`src/rtl/mem_arb_pkg.sv`:
```
// Shared definitions for the memory arbiter: FSM encoding, access sizes and grant ids.
package mem_arb_pkg;

  typedef enum logic [1:0] {
    StIdle  = 2'd0,
    StIssue = 2'd1,
    StWait  = 2'd2,
    StDone  = 2'd3
  } arb_state_e;

  localparam logic [1:0] SIZE_BYTE = 2'b00;
  localparam logic [1:0] SIZE_HALF = 2'b01;
  localparam logic [1:0] SIZE_WORD = 2'b10;

  localparam logic GRANT_FETCH = 1'b0;
  localparam logic GRANT_DATA  = 1'b1;

endpackage

```
`src/rtl/mem_arb_pick.sv`:
```
// Combinational winner select between fetch and data requesters.
// Build option MEM_ARB_ROUND_ROBIN_EN: alternate on contention instead of fixed data priority.
module mem_arb_pick
  import mem_arb_pkg::*;
(
  input  logic if_req_i,
  input  logic d_req_i,
`ifdef MEM_ARB_ROUND_ROBIN_EN
  input  logic last_grant_i,
`endif
  output logic valid_o,
  output logic grant_o
);

  always_comb begin
    valid_o = if_req_i | d_req_i;
    grant_o = GRANT_FETCH;
    if (if_req_i && d_req_i) begin
`ifdef MEM_ARB_ROUND_ROBIN_EN
      grant_o = ~last_grant_i;
`else
      grant_o = GRANT_DATA;
`endif
    end else if (d_req_i) begin
      grant_o = GRANT_DATA;
    end
  end

endmodule

```
`src/rtl/mem_arbiter.sv`:
```
// Arbitrates the fetch and load/store ports onto one memReady-handshaked memory, one at a time.
// Build option MEM_ARB_ROUND_ROBIN_EN selects round-robin on contention (default: data wins).
module mem_arbiter
  import mem_arb_pkg::*;
#(
  parameter int unsigned ADDR_W = 32,
  parameter int unsigned DATA_W = 32
) (
  input  logic              clk,
  input  logic              reset,
  input  logic              ifReq,
  input  logic [ADDR_W-1:0] ifAddr,
  output logic              ifAck,
  output logic [DATA_W-1:0] ifRdata,
  input  logic              dReq,
  input  logic              dWrite,
  input  logic [1:0]        dSize,
  input  logic              dSign,
  input  logic [ADDR_W-1:0] dAddr,
  input  logic [DATA_W-1:0] dWdata,
  output logic              dAck,
  output logic [DATA_W-1:0] dRdata,
  input  logic              memReady,
  output logic              memExecute,
  output logic              memWrite,
  output logic [1:0]        memSize,
  output logic              memSign,
  output logic [ADDR_W-1:0] memAddress,
  output logic [DATA_W-1:0] memWdata,
  input  logic [DATA_W-1:0] memRdata,
  output logic              grantId,
  output logic              busy
);

  arb_state_e        state_q, state_d;
  logic              exec_q, exec_d;
  logic              write_q, write_d;
  logic [1:0]        size_q, size_d;
  logic              sign_q, sign_d;
  logic [ADDR_W-1:0] addr_q, addr_d;
  logic [DATA_W-1:0] wdata_q, wdata_d;
  logic              grant_q, grant_d;
  logic [DATA_W-1:0] if_rdata_q, if_rdata_d;
  logic [DATA_W-1:0] d_rdata_q, d_rdata_d;

  logic pick_valid;
  logic pick_grant;

`ifdef MEM_ARB_ROUND_ROBIN_EN
  logic last_grant_q, last_grant_d;
`endif

  mem_arb_pick u_pick (
    .if_req_i     (ifReq),
    .d_req_i      (dReq),
`ifdef MEM_ARB_ROUND_ROBIN_EN
    .last_grant_i (last_grant_q),
`endif
    .valid_o      (pick_valid),
    .grant_o      (pick_grant)
  );

  always_comb begin
    state_d    = state_q;
    exec_d     = exec_q;
    write_d    = write_q;
    size_d     = size_q;
    sign_d     = sign_q;
    addr_d     = addr_q;
    wdata_d    = wdata_q;
    grant_d    = grant_q;
    if_rdata_d = if_rdata_q;
    d_rdata_d  = d_rdata_q;
`ifdef MEM_ARB_ROUND_ROBIN_EN
    last_grant_d = last_grant_q;
`endif

    unique case (state_q)
      StIdle: begin
        if (pick_valid) begin
          grant_d = pick_grant;
          exec_d  = 1'b1;
          state_d = StIssue;
`ifdef MEM_ARB_ROUND_ROBIN_EN
          last_grant_d = pick_grant;
`endif
          if (pick_grant == GRANT_DATA) begin
            write_d = dWrite;
            size_d  = dSize;
            sign_d  = dSign;
            addr_d  = dAddr;
            wdata_d = dWdata;
          end else begin
            // Fetches are always unsigned word reads.
            write_d = 1'b0;
            size_d  = SIZE_WORD;
            sign_d  = 1'b0;
            addr_d  = ifAddr;
          end
        end
      end
      StIssue: begin
        // Memory may skip one execute during its restart cycle, so hold until it goes busy.
        if (!memReady) begin
          exec_d  = 1'b0;
          state_d = StWait;
        end
      end
      StWait: begin
        if (memReady) begin
          if (!write_q) begin
            if (grant_q == GRANT_DATA) begin
              d_rdata_d = memRdata;
            end else begin
              if_rdata_d = memRdata;
            end
          end
          state_d = StDone;
        end
      end
      StDone: begin
        state_d = StIdle;
      end
      default: begin
        state_d = StIdle;
      end
    endcase
  end

  always_ff @(posedge clk) begin
    if (reset) begin
      state_q    <= StIdle;
      exec_q     <= 1'b0;
      write_q    <= 1'b0;
      size_q     <= SIZE_WORD;
      sign_q     <= 1'b0;
      addr_q     <= '0;
      wdata_q    <= '0;
      grant_q    <= GRANT_FETCH;
      if_rdata_q <= '0;
      d_rdata_q  <= '0;
`ifdef MEM_ARB_ROUND_ROBIN_EN
      last_grant_q <= GRANT_FETCH;
`endif
    end else begin
      state_q    <= state_d;
      exec_q     <= exec_d;
      write_q    <= write_d;
      size_q     <= size_d;
      sign_q     <= sign_d;
      addr_q     <= addr_d;
      wdata_q    <= wdata_d;
      grant_q    <= grant_d;
      if_rdata_q <= if_rdata_d;
      d_rdata_q  <= d_rdata_d;
`ifdef MEM_ARB_ROUND_ROBIN_EN
      last_grant_q <= last_grant_d;
`endif
    end
  end

  assign memExecute = exec_q;
  assign memWrite   = write_q;
  assign memSize    = size_q;
  assign memSign    = sign_q;
  assign memAddress = addr_q;
  assign memWdata   = wdata_q;
  assign grantId    = grant_q;
  assign busy       = (state_q != StIdle);
  assign ifRdata    = if_rdata_q;
  assign dRdata     = d_rdata_q;
  assign ifAck      = (state_q == StDone) && (grant_q == GRANT_FETCH);
  assign dAck       = (state_q == StDone) && (grant_q == GRANT_DATA);

endmodule

```
`config.mk`:
```
export PLATFORM = sky130hd
export DESIGN_NAME = mem_arbiter
export DESIGN_NICKNAME = d
export VERILOG_FILES = /design/src/rtl/mem_arb_pkg.sv /design/src/rtl/mem_arb_pick.sv /design/src/rtl/mem_arbiter.sv
export SDC_FILE = /design/constraint.sdc
export NUM_CORES = 1
export LEC_CHECK = 0
export CAP_MARGIN = 20
export CELL_PAD_IN_SITES_DETAIL_PLACEMENT = 1
export CELL_PAD_IN_SITES_GLOBAL_PLACEMENT = 1
export CORE_MARGIN = 2
export CORE_UTILIZATION = 28
export DETAILED_ROUTE_END_ITERATION = 8
export PLACE_DENSITY = 0.78
export SYNTH_ARGS = -nofsm -noshare
export SYNTH_HDL_FRONTEND = slang
export SYNTH_SLANG_ARGS = --single-unit
```
`constraint.sdc`:
```
create_clock -name clk -period 1.6 [get_ports clk]
set_input_delay 0.32 -clock clk [delete_from_list [all_inputs] [get_ports clk]]
set_output_delay 0.32 -clock clk [all_outputs]
set_load 0.02 [all_outputs]
```
==> results of run 1 <==
## worst max-delay path by stage
stage / end / cells after the start
after floorplan: dRdata[24] / 7
after global placement: dRdata[5] / 5
after detailed placement: ifRdata[22] / 5
after CTS: dAck / 3
after global routing: busy / 4
final: dAck / 3
## sequential cells by signal, indices dropped and copies added (netlist names)
register    cells
ifRdata        32
grantId         1
memWdata       32
memExecute      1
memSize         2
memWrite        1
dRdata         32
memAddress     32
memSign         1
state_q         2
## cell type report
| cell class | count | area, sq um | share of cell area |
|---|---|---|---|
| timing repair buffer | 301 | 3010 | 0.337 |
| inverter | 4 | 15.0 | 0.00168 |
| tap | 229 | 287 | 0.0321 |
| multi-input combinational | 420 | 2220 | 0.249 |
| clock inverter | 11 | 194 | 0.0217 |
| sequential | 136 | 2730 | 0.306 |
| clock buffer | 21 | 470 | 0.0528 |
## logic make-up (layout without fill, tap and decap cells)
family                     count (synthesis)  after routing  share of synthesized area
and+or+nand+nor                          240            240                      0.181
muxes                                     34             34                     0.0652
adders and majority gates                  4              4                    0.00960
DFF                                      136            136                      0.522
buffers and inverters                     52            337                     0.0578
AOI/OAI and AO/OA                        142            142                      0.164
## critical path: stages, from the launching register on
cell and delay [ps]:
dfxtp_2 330, ha_2 190, and2_1 160, buf_4 160
## report_power, final
group / internal, uW / switching (uW) / leakage, uW
Sequential: 3940 / 260 / 0.00111
Combinational: 1920 / 2410 / 0.00246
Clock: 2890 / 1500 / 0.000323
Total: 8750 / 4170 / 0.00389
## through the flow
step                      hold WS [ps]   util  area, sq um
after global routing               308  0.491         8920
after global placement             441  0.455         8270
final                              303  0.491         8920
after floorplan                    456      -         5220
after detailed placement           447  0.455         8270
after CTS                          287  0.483         8760
## cells in the mapped netlist, drive strengths merged
cell / number
a21oi: 98
nor2b: 1
buf: 26
nand4bb: 1
a22oi: 3
a211oi: 33
ha: 4
nand2: 193
o21a: 2
dfxtp: 136
nand2b: 3
nor2: 37
o311ai: 1
nand4b: 1
and4bb: 1
mux2i: 34
and2: 2
o31a: 1
o22ai: 1
inv: 4
o21ai: 3
and4b: 1
clkbuf: 22
## timing repair
item,in CTS,in global routing
cloned,0,5
pin swaps,0,1
setup endpoints to repair,145,35
resized for setup,154,9
## layer usage
| layer | vias to the layer above | wire length [microns] | track usage |
|---|---|---|---|
| met5 | - | 0 | 0 |
| met1 | 2432 | 7480 | 0.203 |
| met4 | 0 | 380 | 0.0674 |
| met2 | 192 | 9090 | 0.305 |
| li1 | 2580 | - | - |
| met3 | 26 | 1330 | 0.0578 |
==> run summary, run 1 <==
Average cell area after synthesis: 8.58 sq um
Clock-pin slew on the worst setup and hold paths: 60 ps
Slew HR: 0.654
R2R Path End: dRdata[22]
Starting Density: 0.287
CTS Root Buffer Type: clkbuf_16
GRT Total Usage: 0.177
Largest net degree at the start of global routing: 47
Critical Path Fanout Max: 3
First-pass detailed-route iteration total: 4
Post-CTS Setup Bufs: 0
Global-route wire length before repair: 27500 microns
Nets: 1021
# rows: 49
Via-to-Cell Ratio: 4.66
Layout area overhead: 71.0%
Most common cell after layout, fill and taps aside: nand2_1
# fillers: 2130
Place WS: -109 ps
Fin. Hold Viols: 0
Share of the synthesized area in the top cell type: 0.522
Vias in the first global route: 5093
Die X-Extent: 140 microns
Achievable Freq: 0.637 GHz
Crit path launch: state_q[0]
Commonest cells after routing, fill and taps aside: nand2_1 (193), dfxtp_1 (134), clkdlybuf4s50_1 (134)
Synth area leader: dfxtp_1
Drt initial violations: 121
Synthesized Nets: 749
GPL Wtd Cong: 0.714
WHS Path Cells: 2
Status: complete, no violations
DR vias: 5230
Fin crit share: 0.981
Reg-to-reg setup timing slack: 70 ps
Final ANT Viol Nets: 0
Cell area power density: 1450 mW/mm^2
Yosys warning count: 0
Share of cells above drive strength 1: 0.0952
Max VDD drop: 697 uV
Hold Crit Class: in -> reg
Post-synthesis cell count: 608
Slew Viols, Final: 0
Hold EP: dRdata[4]
Min-delay src: reset
CP Data Arrival Time: 1250 ps
CP Capture Type: primary output
Mapped cell area: 0.00522 sq mm
Worst-Margin Slew: 514 ps
Total CTS buffers: 17
Die area: 0.0197 sq mm
# placed instances: 1085
Tmin final: 1570 ps
Critical path class: reg -> out
# DRC: 0
Finished Layout Cells: 1122
CTS tree: yes
RSZ-0062 raised after global routing: yes
Avg WL per Cell: 16.3 microns
Clock Sinks: 136
Seq/Total Area, Yosys: 0.522
Clock Skew: 4.93 ps
Setup WS post-layout: 30.1 ps
Startpoint Class: register
Worst flop-to-flop path startpoint: state_q[0]
Leakage: 0.00389 uW
Clk Latency, worst-skew pair: 410 ps
Remaining global-route overflow: 0
FF+latch count, synth: 136
Core box area: 0.0181 sq mm
Setup TNS: 0 ps
Hold_buf cts: 0
Pwr Total: 12900 uW
Count of cell types in the netlist: 29
IO Port Bufs: 273
Synth top area cells: dfxtp_1 (52%), nand2_1 (14%), a21oi_1 (8.4%)
Initial antenna violation count: 0
R2r worst-path depth: 7
DP Wirelength: 12800 microns
Total Wirelength: 18300 microns
Total of max-cap violations: 0
Total I/O pin count: 274
Worst-case clock buffer depth: 2
WP data required: 1280 ps
Setup violations, final: 0
Depth of the CTS H-tree: 4
Antenna fix cells: 0
Die Y: 140 microns
Note: power is estimated with default switching activity, not from simulation.
==> run 2: changes to the inputs <==
--- a/config.mk
+++ b/config.mk
@@ -9,9 +9,10 @@
 export CELL_PAD_IN_SITES_DETAIL_PLACEMENT = 1
 export CELL_PAD_IN_SITES_GLOBAL_PLACEMENT = 1
 export CORE_MARGIN = 2
-export CORE_UTILIZATION = 28
+export CORE_UTILIZATION = 30
 export DETAILED_ROUTE_END_ITERATION = 8
-export PLACE_DENSITY = 0.78
+export PLACE_DENSITY = 0.83
+export SLEW_MARGIN = 25
 export SYNTH_ARGS = -nofsm -noshare
 export SYNTH_HDL_FRONTEND = slang
 export SYNTH_SLANG_ARGS = --single-unit
==> constraint.sdc (replaced) <==
create_clock -name clk -period 1.85 [get_ports clk]
set_input_delay 0.37 -clock clk [delete_from_list [all_inputs] [get_ports clk]]
set_output_delay 0.37 -clock clk [all_outputs]
set_load 0.02 [all_outputs]
==> run 2 against run 1 <==
Net effect: design area shrank 0.35%; combinational power decreased by 13%; hold slack better by 120 ps; critical path depth is 2 lower; count of clock-buffer cells in the layout is 3 lower; cell count down 1.3%; clock power fell by 12%; largest cell class unchanged; worst setup slack improved by 33 ps; first-iteration DRC count increased by 32%; routed wire length fell by 3.1%; critical endpoint is now memWdata[26]; non-clock buffer count is 11 lower.
==> run summary, run 2 (synthesized netlist as in run 1, its figures left out) <==
Status: complete, no violations
Critical path class: reg -> out
Critical Path Fanout Max: 2 (-1)
Placed inst area: 0.00822 sq mm (-0.61%)
Die X-Extent: 136 microns (-3.3%)
Drt initial violations: 160 (+32%)
# DRC: 0 (unchanged)
Largest net degree at the start of global routing: 85 (+81%)
DP Wirelength: 12600 microns (-1.5%)
Antenna fix cells: 0 (unchanged)
Final ANT Viol Nets: 0 (unchanged)
Hold Crit Class: in -> reg
Worst-Margin Slew: 514 ps (+0.104 ps)
Clk Latency, worst-skew pair: 420 ps (about the same)
First-pass detailed-route iteration total: 4 (unchanged)
Die Y: 136 microns (-3.3%)
Slowest Stage Delay on Critical Path: 660 ps (+330 ps)
Fin crit share: 0.966
Remaining global-route overflow: 0 (unchanged)
Clock Sinks: 136 (unchanged)
Achievable Freq: 0.560 GHz
CTS Root Buffer Type: clkbuf_16
Startpoint Class: register
Tmin final: 1790 ps
Total of max-cap violations: 0 (unchanged)
Worst path slowest cell: clkdlybuf4s50_1
Nets: 1010 (-1.1%)
Slew HR: 0.654 (about the same)
Core box area: 0.0172 sq mm (-5.4%)
Commonest cells after routing, fill and taps aside: clkdlybuf4s50_1 (266), nand2_1 (193), dfxtp_1 (134)
# rows: 48 (-2.0%)
Via-to-Cell Ratio: 4.66 (about the same)
Clock-pin slew on the worst setup and hold paths: 60 ps (about the same)
Post-CTS Setup Bufs: 0 (unchanged)
Die area: 0.0185 sq mm (-6.5%)
Global-route wire length before repair: 27300 microns (-0.80%)
Fin. Hold Viols: 0 (unchanged)
Layout area overhead: 70.4%
RSZ-0062 raised after global routing: no
Share of cells above drive strength 1: 0.0782 (-0.0170)
Top delay family on crit path: buffers and inverters
WP data required: 1480 ps (+200 ps)
Avg WL per Cell: 16.0 microns (-1.8%)
Setup TNS: 0 ps (unchanged)
Depth of the CTS H-tree: 4 (unchanged)
Hold_buf cts: 0 (unchanged)
Total CTS buffers: 17 (unchanged)
Total I/O pin count: 274 (unchanged)
Most common cell after layout, fill and taps aside: clkdlybuf4s50_1
Leakage: 0.00325 uW (-16%)
Starting Density: 0.304 (+0.0162)
Initial antenna violation count: 0 (unchanged)
IO Port Bufs: 273 (unchanged)
CTS tree: yes
CP Capture Type: primary output
Worst path cell trace: clkdlybuf4s50_1
CP Data Arrival Time: 1420 ps (+170 ps)
Max VDD drop: 649 uV (-7.0%)
GRT Total Usage: 0.192 (+0.0151)
Cell area power density: 1270 mW/mm^2 (-12%)
Worst-case clock buffer depth: 2 (unchanged)
Post-route cell area: 0.00889 sq mm (-0.35%)
Total Wirelength: 17700 microns (-3.1%)
GPL Wtd Cong: 0.760 (+6.4%)
Clock Skew: 11.2 ps (+6.25 ps)
Critical path buffer and inverter count: 1 (unchanged)
Vias in the first global route: 5186 (+1.8%)
Setup violations, final: 0 (unchanged)
DR vias: 5158 (-1.4%)
Slew Viols, Final: 0 (unchanged)
[run 2: cell types whose count changed in the layout (fill, tap and decap cells not counted), sizes merged]
cell | previous run | this run
dlygate4sd2 | 133 | 2
clkdlybuf4s15 | 1 | 2
clkbuf | 26 | 18
inv | 4 | 7
clkdlybuf4s50 | 134 | 266
buf | 28 | 20
clkinvlp | 1 | 2
bufinv | 5 | 6
clkinv | 5 | 3
[run 2: cell type report]
| type | instances | area [sq um] |
|---|---|---|
| multi-input combinational | 420 | 2190 |
| sequential | 136 | 2730 |
| tap | 225 | 282 |
| clock buffer | 18 | 429 |
| clock inverter | 14 | 244 |
| inverter | 4 | 15.0 |
| timing repair buffer | 290 | 3000 |
| fill | 1961 | 8290 |
[run 2: path summary, 6_finish.rpt]
check,start,to,slack (ps),cells after the start
max,memWdata[26],memWdata[26],60,1
min,reset,memAddress[5],420,3
max reg2reg,state_q[1],memAddress[24],220,7
min reg2reg,ifRdata[2],ifRdata[2],450,2
[run 2: power by group]
group	leakage, uW	switching, uW	internal, uW
combinational	0.00182	2020	1760
sequential	0.00111	250	3410
clock	0.000322	1340	2540
total	0.00325	3610	7710
[run 2: repair_timing]
item                                    4_1_cts  5_1_grt
endpoints found under the setup margin        5        1
gates resized for setup                      13        2
pin swaps                                     0        0
endpoints found under the hold margin         0        0
[run 2: routing by layer]
layer,share of wire,global-route usage
met3,0.088,0.0757
met5,0,0
met4,0.012,0.0579
met2,0.52,0.350
met1,0.38,0.202
[run 2: stage by stage]
step                setup slack (ps)  hold slack, ps   util  total power [uW]  cells
floorplan                        434             482      -              5690    608
CTS                             23.1             425  0.518             11500   1107
finish                          62.9             420  0.517             11300   1107
detailed placement              65.6             447  0.478              7560   1075
global placement                 116             441  0.478              7450   1075
global route                    9.46             438  0.517             11900   1107
==> run 3: changes to the inputs <==
--- a/config.mk
+++ b/config.mk
@@ -10,6 +10,7 @@
 export CELL_PAD_IN_SITES_GLOBAL_PLACEMENT = 1
 export CORE_MARGIN = 2
 export CORE_UTILIZATION = 30
+export CTS_CLUSTER_DIAMETER = 120
 export DETAILED_ROUTE_END_ITERATION = 8
 export PLACE_DENSITY = 0.83
 export SLEW_MARGIN = 25
==> results of run 3 <==
Final layout, timing and power as in run 2 (identical DEF).
